<file path="src/rtl/crc_tx_pkg.sv">
// Shared constants and state type for the CRC-16 transmit appender.
package crc_tx_pkg;

  localparam logic [15:0] CRC16_POLY    = 16'h1021;
  localparam logic [15:0] CRC16_PRESET  = 16'hFFFF;
  localparam logic [15:0] CRC16_RESIDUE = 16'h1D0F;
  localparam int          CRC16_BITS    = 16;

  typedef enum logic [1:0] {
    IDLE    = 2'd0,
    PAYLOAD = 2'd1,
    CRC     = 2'd2,
    DONE    = 2'd3
  } crc_state_t;

endpackage

</file>
<file path="src/rtl/crc16_lfsr_step.sv">
// One MSB-first step of the EPC Gen2 CRC-16 (x^16+x^12+x^5+1) register.
module crc16_lfsr_step
  import crc_tx_pkg::*;
(
  input  logic [15:0] crc_in,
  input  logic        bit_in,
  output logic [15:0] crc_next
);

  logic fb;

  assign fb       = bit_in ^ crc_in[15];
  assign crc_next = {crc_in[14:0], 1'b0} ^ (fb ? CRC16_POLY : 16'h0000);

endmodule

</file>
<file path="src/rtl/crc16_tx_appender.sv">
// Streams a reply payload bit-serially and appends its inverted CRC-16, MSB first.
// Optional transmit self-check enabled by defining CRC16_TX_SELFCHECK_EN.
module crc16_tx_appender
  import crc_tx_pkg::*;
#(
  parameter int LEN_W = 8
) (
  input  logic             clk_crc_tx,
  input  logic             rst_crc_tx,
  input  logic             start,
  input  logic [LEN_W-1:0] payload_len,
  input  logic             pl_bit,
  output logic             pl_req,
  input  logic             tx_ready,
  output logic             tx_valid,
  output logic             tx_bit,
  output logic             tx_last,
  output logic             busy,
  output logic             done,
  output logic [15:0]      crc_out,
  output logic             crc_selfcheck_ok
);

  // The counter must also hold the 16 CRC bits when LEN_W is small.
  localparam int CNT_W = (LEN_W > 5) ? LEN_W : 5;

  crc_state_t       state, state_nxt;
  logic [CNT_W-1:0] cnt, cnt_nxt;
  logic [15:0]      crc_reg, crc_nxt, crc_step, crc_cap;
  logic             cap_en, accept, start_acc;

  crc16_lfsr_step u_main_step (
    .crc_in  (crc_reg),
    .bit_in  (pl_bit),
    .crc_next(crc_step)
  );

  assign accept    = tx_valid & tx_ready;
  assign start_acc = (state == IDLE) & start;

  always_comb begin
    state_nxt = state;
    cnt_nxt   = cnt;
    crc_nxt   = crc_reg;
    crc_cap   = crc_out;
    cap_en    = 1'b0;
    pl_req    = 1'b0;
    tx_valid  = 1'b0;
    tx_bit    = 1'b0;
    tx_last   = 1'b0;
    done      = 1'b0;
    busy      = (state != IDLE);
    case (state)
      IDLE: begin
        if (start) begin
          crc_nxt = CRC16_PRESET;
          if (payload_len != '0) begin
            state_nxt = PAYLOAD;
            cnt_nxt   = CNT_W'(payload_len);
          end else begin
            state_nxt = CRC;
            cnt_nxt   = CNT_W'(CRC16_BITS);
            crc_cap   = ~CRC16_PRESET;
            cap_en    = 1'b1;
          end
        end
      end
      PAYLOAD: begin
        tx_valid = 1'b1;
        tx_bit   = pl_bit;
        pl_req   = tx_ready;
        if (tx_ready) begin
          crc_nxt = crc_step;
          cnt_nxt = cnt - 1'b1;
          if (cnt == CNT_W'(1)) begin
            state_nxt = CRC;
            cnt_nxt   = CNT_W'(CRC16_BITS);
            crc_cap   = ~crc_step;
            cap_en    = 1'b1;
          end
        end
      end
      CRC: begin
        tx_valid = 1'b1;
        tx_bit   = ~crc_reg[15];
        tx_last  = (cnt == CNT_W'(1));
        if (tx_ready) begin
          crc_nxt = {crc_reg[14:0], 1'b0};
          cnt_nxt = cnt - 1'b1;
          if (cnt == CNT_W'(1)) state_nxt = DONE;
        end
      end
      DONE: begin
        done      = 1'b1;
        state_nxt = IDLE;
      end
      default: state_nxt = IDLE;
    endcase
  end

  always_ff @(posedge clk_crc_tx or posedge rst_crc_tx) begin
    if (rst_crc_tx) begin
      state   <= IDLE;
      cnt     <= '0;
      crc_reg <= CRC16_PRESET;
      crc_out <= 16'h0000;
    end else begin
      state   <= state_nxt;
      cnt     <= cnt_nxt;
      crc_reg <= crc_nxt;
      if (cap_en) crc_out <= crc_cap;
    end
  end

`ifdef CRC16_TX_SELFCHECK_EN
  logic [15:0] chk_reg, chk_next;

  // Re-absorbing the whole transmitted stream must land on the Gen2 residue.
  crc16_lfsr_step u_chk_step (
    .crc_in  (chk_reg),
    .bit_in  (tx_bit),
    .crc_next(chk_next)
  );

  always_ff @(posedge clk_crc_tx or posedge rst_crc_tx) begin
    if (rst_crc_tx) begin
      chk_reg          <= CRC16_PRESET;
      crc_selfcheck_ok <= 1'b0;
    end else if (start_acc) begin
      chk_reg          <= CRC16_PRESET;
      crc_selfcheck_ok <= 1'b0;
    end else if (accept) begin
      chk_reg <= chk_next;
      if (state == CRC && cnt == CNT_W'(1))
        crc_selfcheck_ok <= (chk_next == CRC16_RESIDUE);
    end
  end
`else
  logic unused_start_acc;
  assign unused_start_acc = start_acc;
  assign crc_selfcheck_ok = 1'b0;
`endif

endmodule

</file>
<file path="config.mk">
export PLATFORM = sky130hd
export DESIGN_NAME = crc16_tx_appender
export DESIGN_NICKNAME = d
export VERILOG_FILES = /design/src/rtl/crc_tx_pkg.sv /design/src/rtl/crc16_lfsr_step.sv /design/src/rtl/crc16_tx_appender.sv
export SDC_FILE = /design/constraint.sdc
export NUM_CORES = 1
export LEC_CHECK = 0
export CAP_MARGIN = 20
export CORE_UTILIZATION = 54
export CTS_CLUSTER_SIZE = 8
export DETAILED_ROUTE_END_ITERATION = 6
export PLACE_DENSITY = 0.77
export SYNTH_ARGS = -nofsm -noshare
export SYNTH_HDL_FRONTEND = slang
export SYNTH_SLANG_ARGS = --single-unit
</file>
<file path="constraint.sdc">
create_clock -name clk_crc_tx -period 2.67 [get_ports clk_crc_tx]
set_input_delay 0.4005 -clock clk_crc_tx [delete_from_list [all_inputs] [get_ports clk_crc_tx]]
set_output_delay 0.4005 -clock clk_crc_tx [all_outputs]
set_load 0.05 [all_outputs]
</file>
==> results.py, run 1 <==
metrics = {
    "status": {
        "status": "finished clean",
    },
    "floorplanning": {
        "core-area_um2": 4086,
        "ioPinCount": 36,
        "start_util_pct": 57.62,
        "die_y_um": 68.04,
        "fp-row-count": 23,
        "dieArea_um2": 4629,
        "die_w_um": 68.04,
    },
    "synth": {
        "synth-simple-area-share_pct": 18.12,
        "synth_fa_ha_area_share_pct": 3.719,
        "seq_area_frac_synth_pct": 45.48,
        "synth_top_family_by_area": "compound AO/OA/AOI/OAI gates",
        "synth_area_um2": 2355,
        "ys.flop_type": "dfrtp_1",
        "avgSynthCellArea_um2": 9.382,
        "async_reset_ff_share_pct": 100.0,
        "synth_fp_nets": 271,
        "synth_compound_area_share_pct": 21.25,
        "syn_inst": 251,
        "post_synth_num_cell_types": 45,
        "synth_seq_cells": 42,
        "ys_warn_count": 0,
        "synth-xor-area-share_pct": 1.116,
        "synth_mux_area_share_pct": 3.294,
        "synth_edf_count": 0,
    },
    "sta": {
        "fin_setup_tns_ns": 0,
        "report.final.slew_viol_count": 0,
        "rsz0062_at_grt": "no",
        "tightest_slew_ns": 0.5709,
        "skew_ns": 0.006223,
        "slew_headroom_pct": 61.67,
        "hold_viol": 0,
        "clock.fmax_mhz": 417.6,
        "min_period_ns": 2.395,
        "fin_crit_sh_pct": 89.69,
        "finalSetupViolCount": 0,
    },
    "global_routing": {
        "grt-ovfl-total": 0,
        "grt_pass1_wl_um": 8914,
        "grt_pass1_vias": 1821,
        "grt_max_degree": 43,
        "grt_util_all_layers_pct": 26.47,
        "antenna_found_initial": 0,
    },
    "clock_network": {
        "root_buffer": "clkbuf_8",
        "cts_buffers": 5,
        "cts_resized": 0,
        "clk_path_buf_depth": 2,
        "cts_tree": "yes",
        "clk_pin_slew_ns": 0.08,
        "insertion_delay_ns": 0.30,
        "postCtsHoldBufs": 0,
        "htreeDepth": 2,
        "clkSinkCount": 42,
        "post_cts_buffers": 0,
    },
    "placement": {
        "post-dp-hpwl_um": 3676,
        "routabilityCongestion": 0.9446,
        "placed_area_um2": 2779,
        "numPortBuffers": 34,
    },
    "critical_path": {
        "arrival_ns": 1.99,
        "cp.required_ns": 2.27,
        "path_class": "flip-flop to output port",
        "critPathLaunchType": "flip-flop",
        "crit_fanout": 7,
        "end_kind": "output port",
    },
    "power_and_ir_drop": {
        "p_leak_nw": 1.333,
        "p_per_area_nw_per_um2": 1399,
        "vdd_drop_max_uv": 1278,
    },
    "final_layout": {
        "layout_commonest_cell": "clkdlybuf4s50_1",
        "drive_gt1_share_pct": 16.72,
        "syn_to_final_growth_pct": 22.95,
        "insertedDiodeCount": 0,
        "finalInstanceArea_um2": 2895,
        "mostFrequentLayoutCells": "clkdlybuf4s50_1, dfrtp_1, o21ai_0",
        "nets": 306,
    },
    "drt": {
        "drc": 0,
        "vias": 2031,
        "drt_iter0_markers": 245,
        "drtAntennaViolNets": 0,
        "avgViaCountPerCell": 6.027,
        "wl_um": 5323,
        "drt_first_pass_iters": 4,
        "avgRoutedWirePerCell_um": 15.80,
    },
    "hold_path": {
        "worstHoldPathType": "flip-flop to flip-flop",
    },
    "run": {
        "maxCapViolCount": 0,
    },
}
layout make-up:
cell class	count	area, um^2
Clock buffer	7	86.33
Clock inverter	1	30.03
Fill cell	299	1191
Inverter	15	56.30
Multi-Input combinational cell	174	1126
Sequential cell	42	1071
Tap cell	50	62.56
Timing Repair Buffer	48	462.9
per-stage QoR:
step                power [mW]  std cells  setup slack (ns)  hold WS (ns)  util [%]
CTS                      4.047        337            0.2820        0.4951     70.85
detailed placement       3.513        329           0.08553        0.4835     68.00
global placement         3.479        329            0.1166        0.4763     68.00
floorplan                2.867        251          0.002833        0.4652         -
finish                   4.049        337            0.2753        0.4902     70.85
global route             4.370        337            0.1972        0.5145     70.85
layer usage:
layer  share of wire, %  wire (um)  track usage (%)
met2                 43       2305            37.38
met5                  0          0                0
met3                7.6        405            5.500
met4                1.6         85            8.333
met1                 47       2528            40.02
final timing paths:
kind	start	cells past startpoint	slack [ns]	endpoint
min in group asynchronous	rst_crc_tx	3	0.52	cnt[5]
min reg2reg	crc_reg[15]	2	0.49	crc_reg[15]
max	state[0]	4	0.28	busy
max reg2reg	state[0]	6	0.38	cnt[5]
min	crc_reg[15]	2	0.49	crc_reg[15]
max in group asynchronous	rst_crc_tx	3	1.77	crc_reg[5]
critical path: stages (launching register included):
cell and delay (ns):
dfrtp_1 0.43, inv_1 0.09, ha_1 0.29, inv_1 0.09, clkdlybuf4s50_1 0.79
synthesized netlist by cell type (6+ instances only):
cell type,count,area [um^2]
nor4_1,14,87.58
ha_1,7,87.58
nor2_1,7,26.28
a21oi_1,21,105.1
o21ai_0,21,105.1
inv_1,13,48.80
and3_1,14,87.58
mux2_2,6,67.56
clkbuf_1,13,48.80
dfstp_2,16,420.4
nand2_1,20,75.07
a211o_1,14,122.6
dfrtp_1,26,650.6
kinds of logic (layout without fill, tap and decap cells):
family / count (synthesis) / in the layout
AOI/OAI and AO/OA: 78 / 78
xor gates and xnor gates: 3 / 3
adders and majority gates: 7 / 7
buffers and inverters: 35 / 71
DFF: 42 / 42
muxes: 7 / 7
other: 1 / 1
and+or+nand+nor: 78 / 78
where the power goes:
group	internal, mW	switching (mW)
clock network	0.305	0.221
logic	0.905	1.41
registers	0.986	0.221
total	2.20	1.85
Power figures use the tool's default switching activity.
==> inputs of run 2 (changes only) <==
--- a/config.mk
+++ b/config.mk
@@ -7,7 +7,8 @@
 export LEC_CHECK = 0
 export CAP_MARGIN = 20
 export CORE_UTILIZATION = 54
-export CTS_CLUSTER_SIZE = 8
+export CTS_CLUSTER_DIAMETER = 50
+export CTS_CLUSTER_SIZE = 16
 export DETAILED_ROUTE_END_ITERATION = 6
 export PLACE_DENSITY = 0.77
 export SYNTH_ARGS = -nofsm -noshare
==> results of run 2 <==
Same layout as run 1: the final DEF is identical, and so are final timing and power.
==> patch 1: new RTL, settings of run 1 <==
Set the parameter `LEN_W` to 4 (it was 8).
--- a/src/rtl/crc16_tx_appender.sv
+++ b/src/rtl/crc16_tx_appender.sv
@@ -3,7 +3,7 @@
 module crc16_tx_appender
   import crc_tx_pkg::*;
 #(
-  parameter int LEN_W = 8
+  parameter int LEN_W = 4
 ) (
   input  logic             clk_crc_tx,
   input  logic             rst_crc_tx,
Interface: changed (resized payload_len); port bits go from 36 to 32. The function was not compared with the original's and may differ.
==> patch 1 against run 1 <==
  * Final cell count decreased by 16%
  * Utilization down 1.2 points
  * Register-to-register slack got worse by 0.07 ns
  * Worst setup slack worse by 0.15 ns
  * Final area fell by 11%
  * Wire length is 19% lower
  * Sequential cell count decreased by 3
  * Area after synthesis down 10%
  * Critical path type unchanged
Power is left out: the tool's default activity adds up to more than one toggle a clock period on the data nets, which glitch-free logic cannot reach.
==> patch 1: results (changes against run 1) <==
Synth unique cells - 38 (-16%)
Clock skew - 0.00266 ns (-0.00357 ns)
Layout cell share with drive strength beyond 1 - 23.9% (+7.2 points)
Worst Path Arrival - 2.14 ns (+0.15 ns)
R2R Setup Slk - 0.31 ns (-0.07 ns)
Hold path depth - 1 (-1)
Number of H-tree levels - 2 (unchanged)
Place WS - 0.336 ns (+0.251 ns)
Total Routing Usage GR - 23.2% (-3.2 points)
TritonCTS Buffers - 5 (unchanged)
Routability cong. - 0.921 (-2.5%)
I/O Buffers - 30 (-12%)
WHS - 0.507 ns (+0.0164 ns)
Met1 Routed Length - 1860 um (-26%)
Skew-Pair Late Insertion Delay - 0.29 ns
Routed met2 length - 2160 um (-6.2%)
Vias in the first global route - 1,654 (-9.2%)
Post-Syn Nets - 219 (-19%)
WHS Endpoint - crc_out[10]$_DFFE_PP0P_
Ys Warns - 0 (unchanged)
CTS Buffer Depth - 2 (unchanged)
CP max stage delay - 0.85 ns (+0.06 ns)
Hpwl dp - 2990 um (-19%)
Largest net degree at the start of global routing - 40 (-7.0%)
Final #Nets - 250 (-18%)
Synth Area in Adders - 4.75% (+1.0 points)
Worst hold start - crc_out[10]$_DFFE_PP0P_
WL/cell - 15.3 um (-3.4%)
M2 GR Usage - 40.4% (+3.0 points)
Sequential share of the synthesized area - 47.2% (+1.8 points)
M3 GR Usage - 5.11% (-0.39 points)
First-pass GRT wire length - 7340 um (-18%)
Drt first-iter violations - 57 (-77%)
# fillers - 283 (-5.4%)
Synth top area cells - dfrtp_1, dfstp_2, a21oi_1, mux2_2, mux2_4
Post-synth top cells - a21oi_1, dfrtp_1, nor2_1, dfstp_2, nor2b_1
Non-filler cells, final - 282 (-16%)
Vias per cell - 5.60 (-7.1%)
Syn Area/Cell - 10.4 sq um (+11%)
Placed Area - 2470 sq um (-11%)
Synth Area in XOR/XNOR - 1.25% (+0.13 points)
R2r endpoint - crc_reg[0]$_DFFE_PP1P_
Mux share of post-synthesis cell area - 13.2% (+9.9 points)
Top delay family on crit path - buffers and inverters
Worst r2r src - state[1]$_DFFE_PP0P_
Met3 wire length - 196 um (-52%)
CP max FO - 7 (unchanged)
Status - complete, no violations
Placed insts - 274 (-17%)
FF-to-FF path depth - 6 (unchanged)
Actual slew at the worst max-slew pin - 0.520 ns (-0.0512 ns)
Area of the multi-input gates - 982 sq um (-13%)
Compound-Gate Fraction of Synth Area - 14.0% (-7.2 points)
GR Util met1 - 27.4% (-13 points)
-- patch 1: worst max path at each step --
stage	start	to	slack, ns	cells after the start
2_1_floorplan	state[0]$_DFFE_PP0P_	tx_bit	0.07	5
4_1_cts	cnt[1]$_DFFE_PP0P_	tx_last	0.02	5
3_3_place_gp	payload_len[0]	crc_out[2]$_DFFE_PP0P_	0.42	6
3_5_place_dp	cnt[1]$_DFFE_PP0P_	tx_last	0.34	5
5_1_grt	state[0]$_DFFE_PP0P_	tx_valid	0.07	3
6_report	state[1]$_DFFE_PP0P_	tx_valid	0.13	3
-- patch 1: timing repair --
action | 4_1_cts | 5_1_grt
hold buffers | 0 | 0
setup endpoints to repair | 0 | 1
hold endpoints to repair | 0 | 0
gates resized for setup | 0 | 1
-- patch 1: cell type report --
class | count | share of cell area [%]
Clock inverter | 2 | 1.35
Clock buffer | 6 | 3.19
Inverter | 13 | 1.89
Multi-Input combinational cell | 136 | 38.0
Timing Repair Buffer | 38 | 14.8
Tap cell | 48 | 2.32
Sequential cell | 39 | 38.5
==> patch 2: new RTL, flow settings as in run 1 <==
Without the edit above. Encoding of `crc_state_t`: now one-hot (4 bits for 4 states).
--- a/src/rtl/crc_tx_pkg.sv
+++ b/src/rtl/crc_tx_pkg.sv
@@ -6,11 +6,11 @@
   localparam logic [15:0] CRC16_RESIDUE = 16'h1D0F;
   localparam int          CRC16_BITS    = 16;
 
-  typedef enum logic [1:0] {
-    IDLE    = 2'd0,
-    PAYLOAD = 2'd1,
-    CRC     = 2'd2,
-    DONE    = 2'd3
+  typedef enum logic [3:0] {
+    IDLE    = 4'b0001,
+    PAYLOAD = 4'b0010,
+    CRC     = 4'b0100,
+    DONE    = 4'b1000
   } crc_state_t;
 
 endpackage
Formal check against the unedited RTL: no difference found for any inputs over 10 cycles, from zero or initial values and one cycle with rst_crc_tx high; not proved beyond that.
==> patch 2 against run 1 <==
  * Final area shrank 0.91%
  * Largest cell class unchanged
  * Sequential cell count grew 2
  * Via count shrank 9.3%
  * Highest routed layer unchanged
  * Synthesized cell count shrank 5.2%
  * Area after synthesis grew 1.9%
  * Wire length shrank 9.1%
  * Critical path depth shrank 1
  * Non-clock buffer count shrank 5
  * Final cell count shrank 4.5%
  * Worst setup slack lost 0.084 ns
Power is not compared: it rests on default switching activity, and its combinational part moved more than twofold at a synthesized area within 25%.
==> patch 2: results (changes against run 1) <==
Met3 wire length - 250 um (-38%)
Worst Path Arrival - 2.08 ns (+0.09 ns)
Critical Path End - tx_bit
Post-Syn Nets - 253 (-6.6%)
WL/cell - 15.0 um (-4.9%)
Final #Nets - 286 (-6.5%)
FF-to-FF path depth - 4 (-2)
Setup ws final - 0.191 ns (-0.0845 ns)
Vias in the first global route - 1,622 (-11%)
Actual slew at the worst max-slew pin - 0.681 ns (+0.110 ns)
Layout cell share with drive strength beyond 1 - 23.5% (+6.8 points)
Sequential share of the synthesized area - 46.8% (+1.3 points)
M2 GR Usage - 33.5% (-3.9 points)
Place WS - 0.346 ns (+0.261 ns)
Syn Inst Count - 238 (-5.2%)
Placed Area - 2780 sq um (+0.18%)
Post-synth top cells - nand2_1, dfrtp_1, o21ai_0, nor2_1, dfstp_2
WHS - 0.466 ns (-0.0240 ns)
Top delay family on crit path - simple AND/OR/NAND/NOR gates
GR Util met1 - 33.9% (-6.2 points)
Status - complete, no violations
Worst hold start - crc_reg[10]$_DFFE_PP1P_
R2r endpoint - crc_out[9]$_DFFE_PP0P_
First-pass GRT wire length - 7750 um (-13%)
Synth top area cells - dfrtp_1, dfstp_2, nand2_1, mux2_4, o21ai_0
Clock skew - 0.0121 ns (+0.00591 ns)
CP max FO - 10 (+3)
Met1 Routed Length - 2370 um (-6.4%)
CP max stage delay - 0.73 ns (-0.06 ns)
M3 GR Usage - 3.62% (-1.9 points)
Hpwl dp - 3310 um (-10%)
Final Instance Area - 2870 sq um (-0.91%)
Placed insts - 314 (-4.6%)
# fillers - 344 (+15%)
Postcts setup bufs - 0 (unchanged)
Largest net degree at the start of global routing - 45 (+4.7%)
Worst r2r src - state[2]$_DFFE_PP0P_
Routed met2 length - 2180 um (-5.4%)
Drt first-iter violations - 133 (-46%)
WHS Endpoint - crc_reg[10]$_DFFE_PP1P_
Via count - 1,843 (-9.3%)
CP max stage cell - or4b_1
Synth unique cells - 51 (+13%)
Diodes inserted - 0 (unchanged)
Vias per cell - 5.72 (-5.0%)
-- patch 2: cell types whose count changed after synthesis, sizes merged, moves of 9 or more --
cell   before  now
a21oi      21    4
inv        14    5
a211o      14    0
and3       14    5
nor2        7   22
mux2        6   16
nand2      20   40
-- patch 2: kinds of logic after synthesis --
logic type,after synthesis,share of synthesized area (%)
AND/OR/NAND/NOR,100,22.2
AO/OA/AOI/OAI,49,14.1
flip-flops,44,46.8
buffers and inverters,22,5.37
multiplexers,16,8.92
XOR/XNOR,4,1.46
adder cells (fa/ha/maj),2,1.04
other,1,0.156
-- patch 2: final cells by class --
class	count	area share (%)
tap	50	2.18
inverter	5	0.654
multi-input combinational	172	40.3
clock inverter	2	0.436
sequential	44	39.1
timing repair buffer	43	14.7
clock buffer	6	2.53
-- patch 2: power groups by stage --
stage,Sequential (mW),Combinational [mW],Clock [mW]
floorplan,1.13,0.798,0
CTS,1.22,0.978,0.405
detailed placement,1.23,0.971,0
global placement,1.22,0.955,0
global route,1.26,1.09,0.436
finish,1.22,0.973,0.397
